$ cat config.mk
export PLATFORM = sky130hd
export DESIGN_NAME = uart_tx
export DESIGN_NICKNAME = d
export VERILOG_FILES = /design/src/rtl/uart_pkg.sv /design/src/rtl/uart_tx_baud_cnt.sv /design/src/rtl/uart_tx.sv
export SDC_FILE = /design/constraint.sdc
export NUM_CORES = 1
export LEC_CHECK = 0
export CELL_PAD_IN_SITES_DETAIL_PLACEMENT = 1
export CELL_PAD_IN_SITES_GLOBAL_PLACEMENT = 2
export CORE_MARGIN = 3
export CORE_UTILIZATION = 36
export DETAILED_ROUTE_END_ITERATION = 7
export GPL_ROUTABILITY_DRIVEN = 0
export PLACE_DENSITY = 0.73
export SYNTH_ARGS = -nofsm -noshare
export SYNTH_HDL_FRONTEND = slang
export SYNTH_HIERARCHICAL = 1
export SYNTH_SLANG_ARGS = --single-unit
$ cat constraint.sdc
create_clock -name ref_clk -period 2.5 [get_ports ref_clk]
set_clock_uncertainty 0.15 [all_clocks]
set_input_delay 0.5 -clock ref_clk [delete_from_list [all_inputs] [get_ports ref_clk]]
set_output_delay 0.5 -clock ref_clk [all_outputs]
set_load 0.03 [all_outputs]
$ cat src/rtl/uart_pkg.sv
// Shared UART definitions: tx state encoding, default baud/width constants, idle line level.
// Latency: n/a (types and constants only).
// Backpressure: n/a; the receive path imports the same package.
package uart_pkg;

    typedef enum logic [2:0] {
        ST_IDLE   = 3'd0,
        ST_START  = 3'd1,
        ST_DATA   = 3'd2,
        ST_PARITY = 3'd3,
        ST_STOP   = 3'd4
    } uart_tx_state_t;

    localparam int   UART_CLKS_PER_BAUD = 15259;
    localparam int   UART_DATA_BITS     = 8;
    localparam logic UART_IDLE_LVL      = 1'b1;

endpackage

$ cat src/rtl/uart_tx_baud_cnt.sv
// Per-frame baud divider: counts 0..CLKS_PER_BAUD-1 and pulses tick at terminal count.
// Latency: tick is a decode of the count register, so a bit lasts exactly CLKS_PER_BAUD cycles.
// Backpressure: none; clr holds the count at 0 so each frame starts on a clean bit boundary.
module uart_tx_baud_cnt
    import uart_pkg::*;
#(
    parameter int CLKS_PER_BAUD = UART_CLKS_PER_BAUD
) (
    input  logic ref_clk,
    input  logic reset,
    input  logic clr,
    output logic tick
);

    localparam int               CNT_W = $clog2(CLKS_PER_BAUD);
    localparam logic [CNT_W-1:0] TERM  = CNT_W'(CLKS_PER_BAUD - 1);

    logic [CNT_W-1:0] cnt;

    always_ff @(posedge ref_clk or negedge reset) begin
        if (!reset) begin
            cnt <= '0;
        end else if (clr || tick) begin
            cnt <= '0;
        end else begin
            cnt <= cnt + CNT_W'(1);
        end
    end

    assign tick = (cnt == TERM);

endmodule

$ cat src/rtl/uart_tx.sv
// UART transmit framer: start, LSB-first data, optional even parity (UART_TX_PARITY_EN), stop bit(s).
// Latency: tx falls on the handshake edge itself; the frame then lasts (1+DATA_BITS+P+STOP_BITS) bit periods.
// Backpressure: tx_ready is high only in IDLE; bytes offered while busy are ignored, no queueing.
module uart_tx
    import uart_pkg::*;
#(
    parameter int CLKS_PER_BAUD = UART_CLKS_PER_BAUD,
    parameter int DATA_BITS     = UART_DATA_BITS,
    parameter int STOP_BITS     = 1
) (
    input  logic                 ref_clk,
    input  logic                 reset,
    input  logic [DATA_BITS-1:0] tx_data,
    input  logic                 tx_valid,
    output logic                 tx_ready,
    output logic                 tx,
    output logic                 tx_busy
);

    localparam int               IDX_W     = $clog2(DATA_BITS + 1);
    localparam logic [IDX_W-1:0] LAST_DATA = IDX_W'(DATA_BITS - 1);
    localparam logic [IDX_W-1:0] LAST_STOP = IDX_W'(STOP_BITS - 1);

    uart_tx_state_t       state;
    logic [DATA_BITS-1:0] shift;
    logic [IDX_W-1:0]     bit_idx;
    logic                 baud_clr;
    logic                 tick;
`ifdef UART_TX_PARITY_EN
    logic                 parity;
`endif

    // Divider sits at zero while idle, so the start bit is a full period from the handshake edge.
    assign baud_clr = (state == ST_IDLE);

    uart_tx_baud_cnt #(
        .CLKS_PER_BAUD(CLKS_PER_BAUD)
    ) u_baud_cnt (
        .ref_clk(ref_clk),
        .reset  (reset),
        .clr    (baud_clr),
        .tick   (tick)
    );

    always_ff @(posedge ref_clk or negedge reset) begin
        if (!reset) begin
            state    <= ST_IDLE;
            shift    <= '0;
            bit_idx  <= '0;
            tx       <= UART_IDLE_LVL;
            tx_ready <= 1'b1;
            tx_busy  <= 1'b0;
`ifdef UART_TX_PARITY_EN
            parity   <= 1'b0;
`endif
        end else begin
            case (state)
                ST_IDLE: begin
                    if (tx_valid && tx_ready) begin
                        shift    <= tx_data;
                        bit_idx  <= '0;
                        tx       <= ~UART_IDLE_LVL;
                        tx_ready <= 1'b0;
                        tx_busy  <= 1'b1;
                        state    <= ST_START;
`ifdef UART_TX_PARITY_EN
                        parity   <= ^tx_data;
`endif
                    end
                end
                ST_START: begin
                    if (tick) begin
                        tx    <= shift[0];
                        state <= ST_DATA;
                    end
                end
                ST_DATA: begin
                    if (tick) begin
                        if (bit_idx == LAST_DATA) begin
                            // bit_idx is reused to count stop bits.
                            bit_idx <= '0;
`ifdef UART_TX_PARITY_EN
                            tx      <= parity;
                            state   <= ST_PARITY;
`else
                            tx      <= UART_IDLE_LVL;
                            state   <= ST_STOP;
`endif
                        end else begin
                            bit_idx <= bit_idx + IDX_W'(1);
                            shift   <= shift >> 1;
                            tx      <= shift[1];
                        end
                    end
                end
`ifdef UART_TX_PARITY_EN
                ST_PARITY: begin
                    if (tick) begin
                        tx    <= UART_IDLE_LVL;
                        state <= ST_STOP;
                    end
                end
`endif
                ST_STOP: begin
                    if (tick) begin
                        if (bit_idx == LAST_STOP) begin
                            bit_idx  <= '0;
                            tx_ready <= 1'b1;
                            tx_busy  <= 1'b0;
                            state    <= ST_IDLE;
                        end else begin
                            bit_idx <= bit_idx + IDX_W'(1);
                        end
                    end
                end
                default: begin
                    tx       <= UART_IDLE_LVL;
                    tx_ready <= 1'b1;
                    tx_busy  <= 1'b0;
                    bit_idx  <= '0;
                    state    <= ST_IDLE;
                end
            endcase
        end
    end

endmodule
==> metrics, run 1 <==
die width=74.90 um; number of nets still failing antenna checks after routing=0; FP Rows=24; clock-pin slew on the worst setup and hold paths=0.07 ns; RSZ-0062 raised after global routing=false; maximum clock insertion buffer count=2; result of the run=finished clean; actual transition at the worst max-transition pin=0.4201 ns; final setup violating endpoints=0; required time at the worst-slack endpoint=2.57 ns; most frequent cells in the layout=dfrtp_1, nor2_1, inv_1; synthesized cell area=1709 um^2; fmax=436.7 MHz; average wire length per cell after detail routing=15.76 um; nets in the synthesized netlist=192; Vias per Instance=5.407; most common cell after layout, fill and taps aside=dfrtp_1; Fill cells=527; share of flip-flops with an asynchronous set or reset after synthesis=100.0%; Total Negative Setup Slacks=0 ns; cell leakage power=0.8793 nW; mean instance size in the synthesized netlist=9.711 um^2; area of the core=4474 um^2; CTS H-tree lvls=2; area used by multi-input combinational logic=803.3 um^2; Net count, final=211; sequential fraction of the synthesis area=47.00%; Die Footprint=5610 um^2; length of routed met2 wiring=1841 um; number of warning messages in the yosys log=6; number of flops mapped to enable cells by yosys=0; DRT met1 WL=1930 um; via count of the first global-routing pass=1416; detailed-route DRC error count=0; arrival time at the worst endpoint=2.36 ns; fraction of layout instances using a drive strength above 1=11.22%; floorplan die height=74.90 um; initial antenna violation count=0; sequential cell area in the final layout=803.3 um^2; sink count of the clock tree=32; Max Slew Vio Count=0; final count of hold timing violations=0; starting density of the core=38.20%; VDD IR max=308.3 uV; Critical Path Source Type=register; sum of internal, switching and leakage power=1.730 mW; total of max-cap violations=0; num ports=14; largest net degree at the start of global routing=33; top routing layer in use=met4; all-layer global routing usage=15.47%; detailed-placement wirelength estimate=2820 um; number of clock buffers inserted by TritonCTS=5; vias post-DR=1341; CTS tree=built; iteration count of the initial detailed-routing pass=4; Resize count post-CTS=0; count of inserted antenna diode cells=0; total wire length=3908 um; total congestion overflow=0; maximum fanout along the worst path=8; Seq cells post-synth=32; post-route fraction of the period consumed by the critical path=91.59%; Setup CP Type=reg -> reg; Area growth syn-to-layout=17.20%; shortest period the worst path allows=2.290 ns; number of hold buffers added after cts=0; post-CTS setup buffers=0; remaining max-slew budget at the tightest pin=71.99%; Detail Route met3 WL=97 um; library cells used by synthesis=44; count of input and output buffers=13; number of violations reported at the end of detailed-routing iteration 0=75; Most used DFF post-synth=dfrtp_1; wire length of the first global-routing pass=6672 um; PwrDens=863.9 nW/um^2; Syn Inst Count=176; clock network latency to the later pin of the worst-skew pair=0.28 ns; classification of the worst-slack hold path=reg -> reg; endpoint class of the critical path=register; root buffer cell=clkbuf_8
-- cells in the mapped netlist, types with 2 or more instances --
| library cell | n | area, um^2 |
|---|---|---|
| dfrtp_1 | 30 | 750.7 |
| nor2_1 | 19 | 71.32 |
| inv_1 | 15 | 56.30 |
| a21oi_1 | 12 | 60.06 |
| nand2_1 | 8 | 30.03 |
| xnor2_1 | 8 | 70.07 |
| nand3_1 | 7 | 35.03 |
| o22ai_1 | 7 | 43.79 |
| xor2_1 | 6 | 52.55 |
| ha_1 | 5 | 62.56 |
| nor3_1 | 5 | 25.02 |
| nand3b_1 | 4 | 30.03 |
| nand4_1 | 4 | 25.02 |
| nor2_2 | 4 | 25.02 |
| a21boi_0 | 3 | 22.52 |
| a22o_1 | 3 | 26.28 |
| buf_2 | 3 | 15.01 |
| nor4_1 | 3 | 18.77 |
| o21ai_0 | 3 | 15.01 |
| dfstp_2 | 2 | 52.55 |
| nor2b_1 | 2 | 12.51 |
-- final timing paths --
check / startpoint / end / slack, ns / cells past startpoint
worst min register to register: tx / tx / 0.34 / 2
worst max-delay path: u_baud_cnt/cnt[0] / bit_idx[0] / 0.21 / 9
max in group asynchronous: reset / tx_ready / 1.38 / 2
worst max register to register: u_baud_cnt/cnt[0] / bit_idx[0] / 0.21 / 9
worst min-delay path: tx / tx / 0.34 / 2
min in group asynchronous: reset / shift[3] / 0.47 / 2
-- critical path, stage by stage (launching register included) --
cell	delay (ns)
dfrtp_1	0.45
inv_1	0.09
ha_1	0.15
nand4b_1	0.13
nor4_2	0.29
buf_4	0.20
nor2_1	0.05
a22o_1	0.27
a21oi_1	0.25
mux2_2	0.20
-- metal layers --
metal / global-route usage [%] / up-vias
met4: 5.336 / 0
met3: 3.204 / 5
met5: 0 / -
li1: - / 653
met1: 20.68 / 672
met2: 24.85 / 11
-- report_power, final --
group	total (mW)	switching (mW)	internal, mW
Combinational	0.453	0.250	0.203
Sequential	0.788	0.131	0.657
Clock	0.490	0.194	0.296
Total	1.73	0.575	1.16
-- stage by stage --
stage                     setup slack (ns)  instance area (um^2)  hold WS (ns)  util [%]  instances
after floorplan                     0.2556                  1709       0.05441         -        176
after global placement              0.3678                  1896        0.3059     42.37        240
after detailed placement            0.2581                  1896        0.3324     42.37        240
after CTS                           0.2111                  2003        0.3434     44.77        248
after global routing               0.04103                  2003        0.3661     44.77        248
final                               0.2103                  2003        0.3369     44.77        248
-- layout make-up --
class / instances / area share [%]
Tap cell: 52 / 3.248
Sequential cell: 32 / 40.10
Inverter: 15 / 2.811
Multi-Input combinational cell: 123 / 40.10
Timing Repair Buffer: 18 / 8.370
Clock inverter: 2 / 1.749
Clock buffer: 6 / 3.623
-- sequential cells by signal, summed over array words and instances (netlist names) --
name	flops
shift	8
tx_ready	1
tx_busy	1
bit_idx	4
state	3
u_baud_cnt/cnt	14
tx	1
-- kinds of logic after synthesis --
logic type | count (synthesis) | synth area share, %
simple gates | 67 | 21.60
buf+inv | 21 | 6.002
mux | 2 | 1.244
fa+ha+maj | 5 | 3.660
flops | 32 | 47.00
xor+xnor | 14 | 7.174
compound gates | 35 | 13.32
Note: power is estimated with default switching activity, not from simulation.
==> run 2, diff against run 1 <==
--- a/config.mk
+++ b/config.mk
@@ -5,13 +5,13 @@
 export SDC_FILE = /design/constraint.sdc
 export NUM_CORES = 1
 export LEC_CHECK = 0
-export CELL_PAD_IN_SITES_DETAIL_PLACEMENT = 1
-export CELL_PAD_IN_SITES_GLOBAL_PLACEMENT = 2
+export CELL_PAD_IN_SITES_DETAIL_PLACEMENT = 0
+export CELL_PAD_IN_SITES_GLOBAL_PLACEMENT = 1
 export CORE_MARGIN = 3
-export CORE_UTILIZATION = 36
+export CORE_UTILIZATION = 44
 export DETAILED_ROUTE_END_ITERATION = 7
 export GPL_ROUTABILITY_DRIVEN = 0
-export PLACE_DENSITY = 0.73
+export PLACE_DENSITY = 0.74
 export SYNTH_ARGS = -nofsm -noshare
 export SYNTH_HDL_FRONTEND = slang
 export SYNTH_HIERARCHICAL = 1
==> run 2 against run 1 <==
Net effect: clock-buffer cell count unchanged; die area down 17%; first-iteration DRC count up 13%; design area down 1.0%; setup slack better by 0.081 ns; cell count down 1.6%; critical path depth down 8; routed wire length down 16%; hold slack worse by 0.015 ns; sequential power down 0.6%.
==> metrics, run 2 (synthesized netlist as in run 1, its figures left out) <==
die width=68.33 um (-8.8%); PwrDens=819.9 nW/um^2 (-5.1%); largest net degree at the start of global routing=33 (unchanged); largest registers ranked by flip-flop count=u_baud_cnt/cnt (14), shift (8), bit_idx (4); iteration count of the initial detailed-routing pass=4 (unchanged); total placed cells including tap cells=236 (-1.7%); total wire length=3286 um (-16%); peak-usage layer in the global routing report=met2; area of the core=3716 um^2 (-17%); maximum fanout along the worst path=7 (-1); num ports=14 (unchanged); CTS tree=built; starting density of the core=45.99% (+7.8 points); count of input and output buffers=13 (unchanged); remaining max-slew budget at the tightest pin=72.81% (+0.81 points); Crit-path slowest cell=clkdlybuf4s50_1; detailed-placement wirelength estimate=2332 um (-17%); Setup CP Type=reg -> out; CTS H-tree lvls=2 (unchanged); Resize count post-CTS=0 (unchanged); fmax=452.7 MHz (+3.7%); post-route fraction of the period consumed by the critical path=88.35% (-3.2 points); total of max-cap violations=0 (unchanged); RSZ-0062 raised after global routing=false; Critical Path Source Type=register; floorplan die height=68.33 um (-8.8%); detailed-route DRC error count=0 (unchanged); clock network latency to the later pin of the worst-skew pair=0.28 ns (about the same); Total Negative Setup Slacks=0 ns (unchanged); Worst Path Buf+Inv=1 (-1); delay of the slowest cell on the worst path=0.69 ns (+0.24 ns); result of the run=finished clean; Largest register FFs=14 (unchanged); maximum clock insertion buffer count=2 (unchanged); Area growth syn-to-layout=16.03%; sum of internal, switching and leakage power=1.626 mW (-6.0%); number of clock buffers inserted by TritonCTS=5 (unchanged); met1 Use GR=23.26% (+2.6 points); final count of hold timing violations=0 (unchanged); all-layer global routing usage=16.73% (+1.3 points); required time at the worst-slack endpoint=1.85 ns (-0.72 ns); root buffer cell=clkbuf_8; post-CTS setup buffers=0 (unchanged); clock-pin slew on the worst setup and hold paths=0.07 ns (about the same); Die Footprint=4668 um^2 (-17%); Max Slew Vio Count=0 (unchanged); vias post-DR=1307 (-2.5%); FP Rows=22 (-8.3%); Vias per Instance=5.357 (-0.94%); GRT met3 Usage=4.598% (+1.4 points); number of violations reported at the end of detailed-routing iteration 0=85 (+13%); classification of the worst-slack hold path=reg -> reg; actual transition at the worst max-transition pin=0.4079 ns (-0.01220 ns); worst setup slack after layout=0.2911 ns (+0.08087 ns); shortest period the worst path allows=2.209 ns (-0.08087 ns); arrival time at the worst endpoint=1.56 ns (-0.80 ns); VDD IR max=346.2 uV (+12%); fraction of met2 tracks used by global routing=24.07% (-0.79 points); cells along the critical path=clkdlybuf4s50_1; via count of the first global-routing pass=1255 (-11%); most common cell after layout, fill and taps aside=dfrtp_1; Fill cells=362 (-31%); count of inserted antenna diode cells=0 (unchanged); endpoint class of the critical path=output pin; cell leakage power=0.8751 nW (-0.48%); Hold Slack=0.3217 ns (-0.01524 ns); register with the most flip-flops=u_baud_cnt/cnt; total congestion overflow=0 (unchanged); wire length of the first global-routing pass=5796 um (-13%); final standard cell count with taps included and fillers excluded=244 (-1.6%); top cell family by delay on the critical path=buffers and inverters; sink count of the clock tree=32 (unchanged); final setup violating endpoints=0 (unchanged); fraction of layout instances using a drive strength above 1=11.73% (+0.51 points); Net count, final=211 (unchanged); number of hold buffers added after cts=0 (unchanged); most frequent cells in the layout=dfrtp_1, nor2_1, inv_1; post-placement worst setup slack=0.3020 ns (+0.04386 ns); initial antenna violation count=0 (unchanged); number of nets still failing antenna checks after routing=0 (unchanged); average wire length per cell after detail routing=13.47 um (-15%)
## run 2: area by class of cell
| cell class | instances | area (um^2) | area share, % |
|---|---|---|---|
| clock inverters | 2 | 10.01 | 0.5047 |
| multi-input cells | 123 | 803.3 | 40.50 |
| well taps | 48 | 60.06 | 3.028 |
| repair buffers | 18 | 167.7 | 8.454 |
| flip-flops and latches | 32 | 803.3 | 40.50 |
| clock buffers | 6 | 82.58 | 4.164 |
| inverters | 15 | 56.30 | 2.839 |
## run 2: power breakdown
part | internal, mW | switching, mW
clock | 0.219 | 0.189
combinational | 0.202 | 0.233
sequential | 0.657 | 0.126
total | 1.08 | 0.548
## run 2: metrics by stage
stage                     util, %  cell area [um^2]
after floorplan                 -              1709
after global placement      50.88              1891
after detailed placement    50.88              1891
after CTS                   53.37              1983
after global routing        53.37              1983
final                       53.37              1983
## run 2: worst register-to-register path: cells and delay by family, from the launching register on
kind / cells / cell delay (ns)
adders and majority gates: 1 / 0.15
muxes: 1 / 0.19
DFF: 1 / 0.44
AOI/OAI and AO/OA: 2 / 0.51
and+or+nand+nor: 3 / 0.44
buffers and inverters: 2 / 0.27
## run 2: path summary, 6_finish.rpt
path	startpoint	to	slack [ns]	cells past startpoint
worst min-delay path	tx	tx	0.32	2
worst max-delay path	tx_ready	tx_ready	0.29	1
worst min register to register	tx	tx	0.32	2
max in group asynchronous	reset	tx	1.40	2
min in group asynchronous	reset	u_baud_cnt/cnt[8]	0.47	2
worst max register to register	u_baud_cnt/cnt[0]	bit_idx[0]	0.29	9
## run 2: metal layers
layer / wire (um) / share of wire (%) / vias to the layer above
li1: - / - / 650
met1: 1657 / 50 / 636
met5: 0 / 0 / -
met4: 51 / 1.6 / 0
met2: 1442 / 44 / 16
met3: 135 / 4.1 / 5
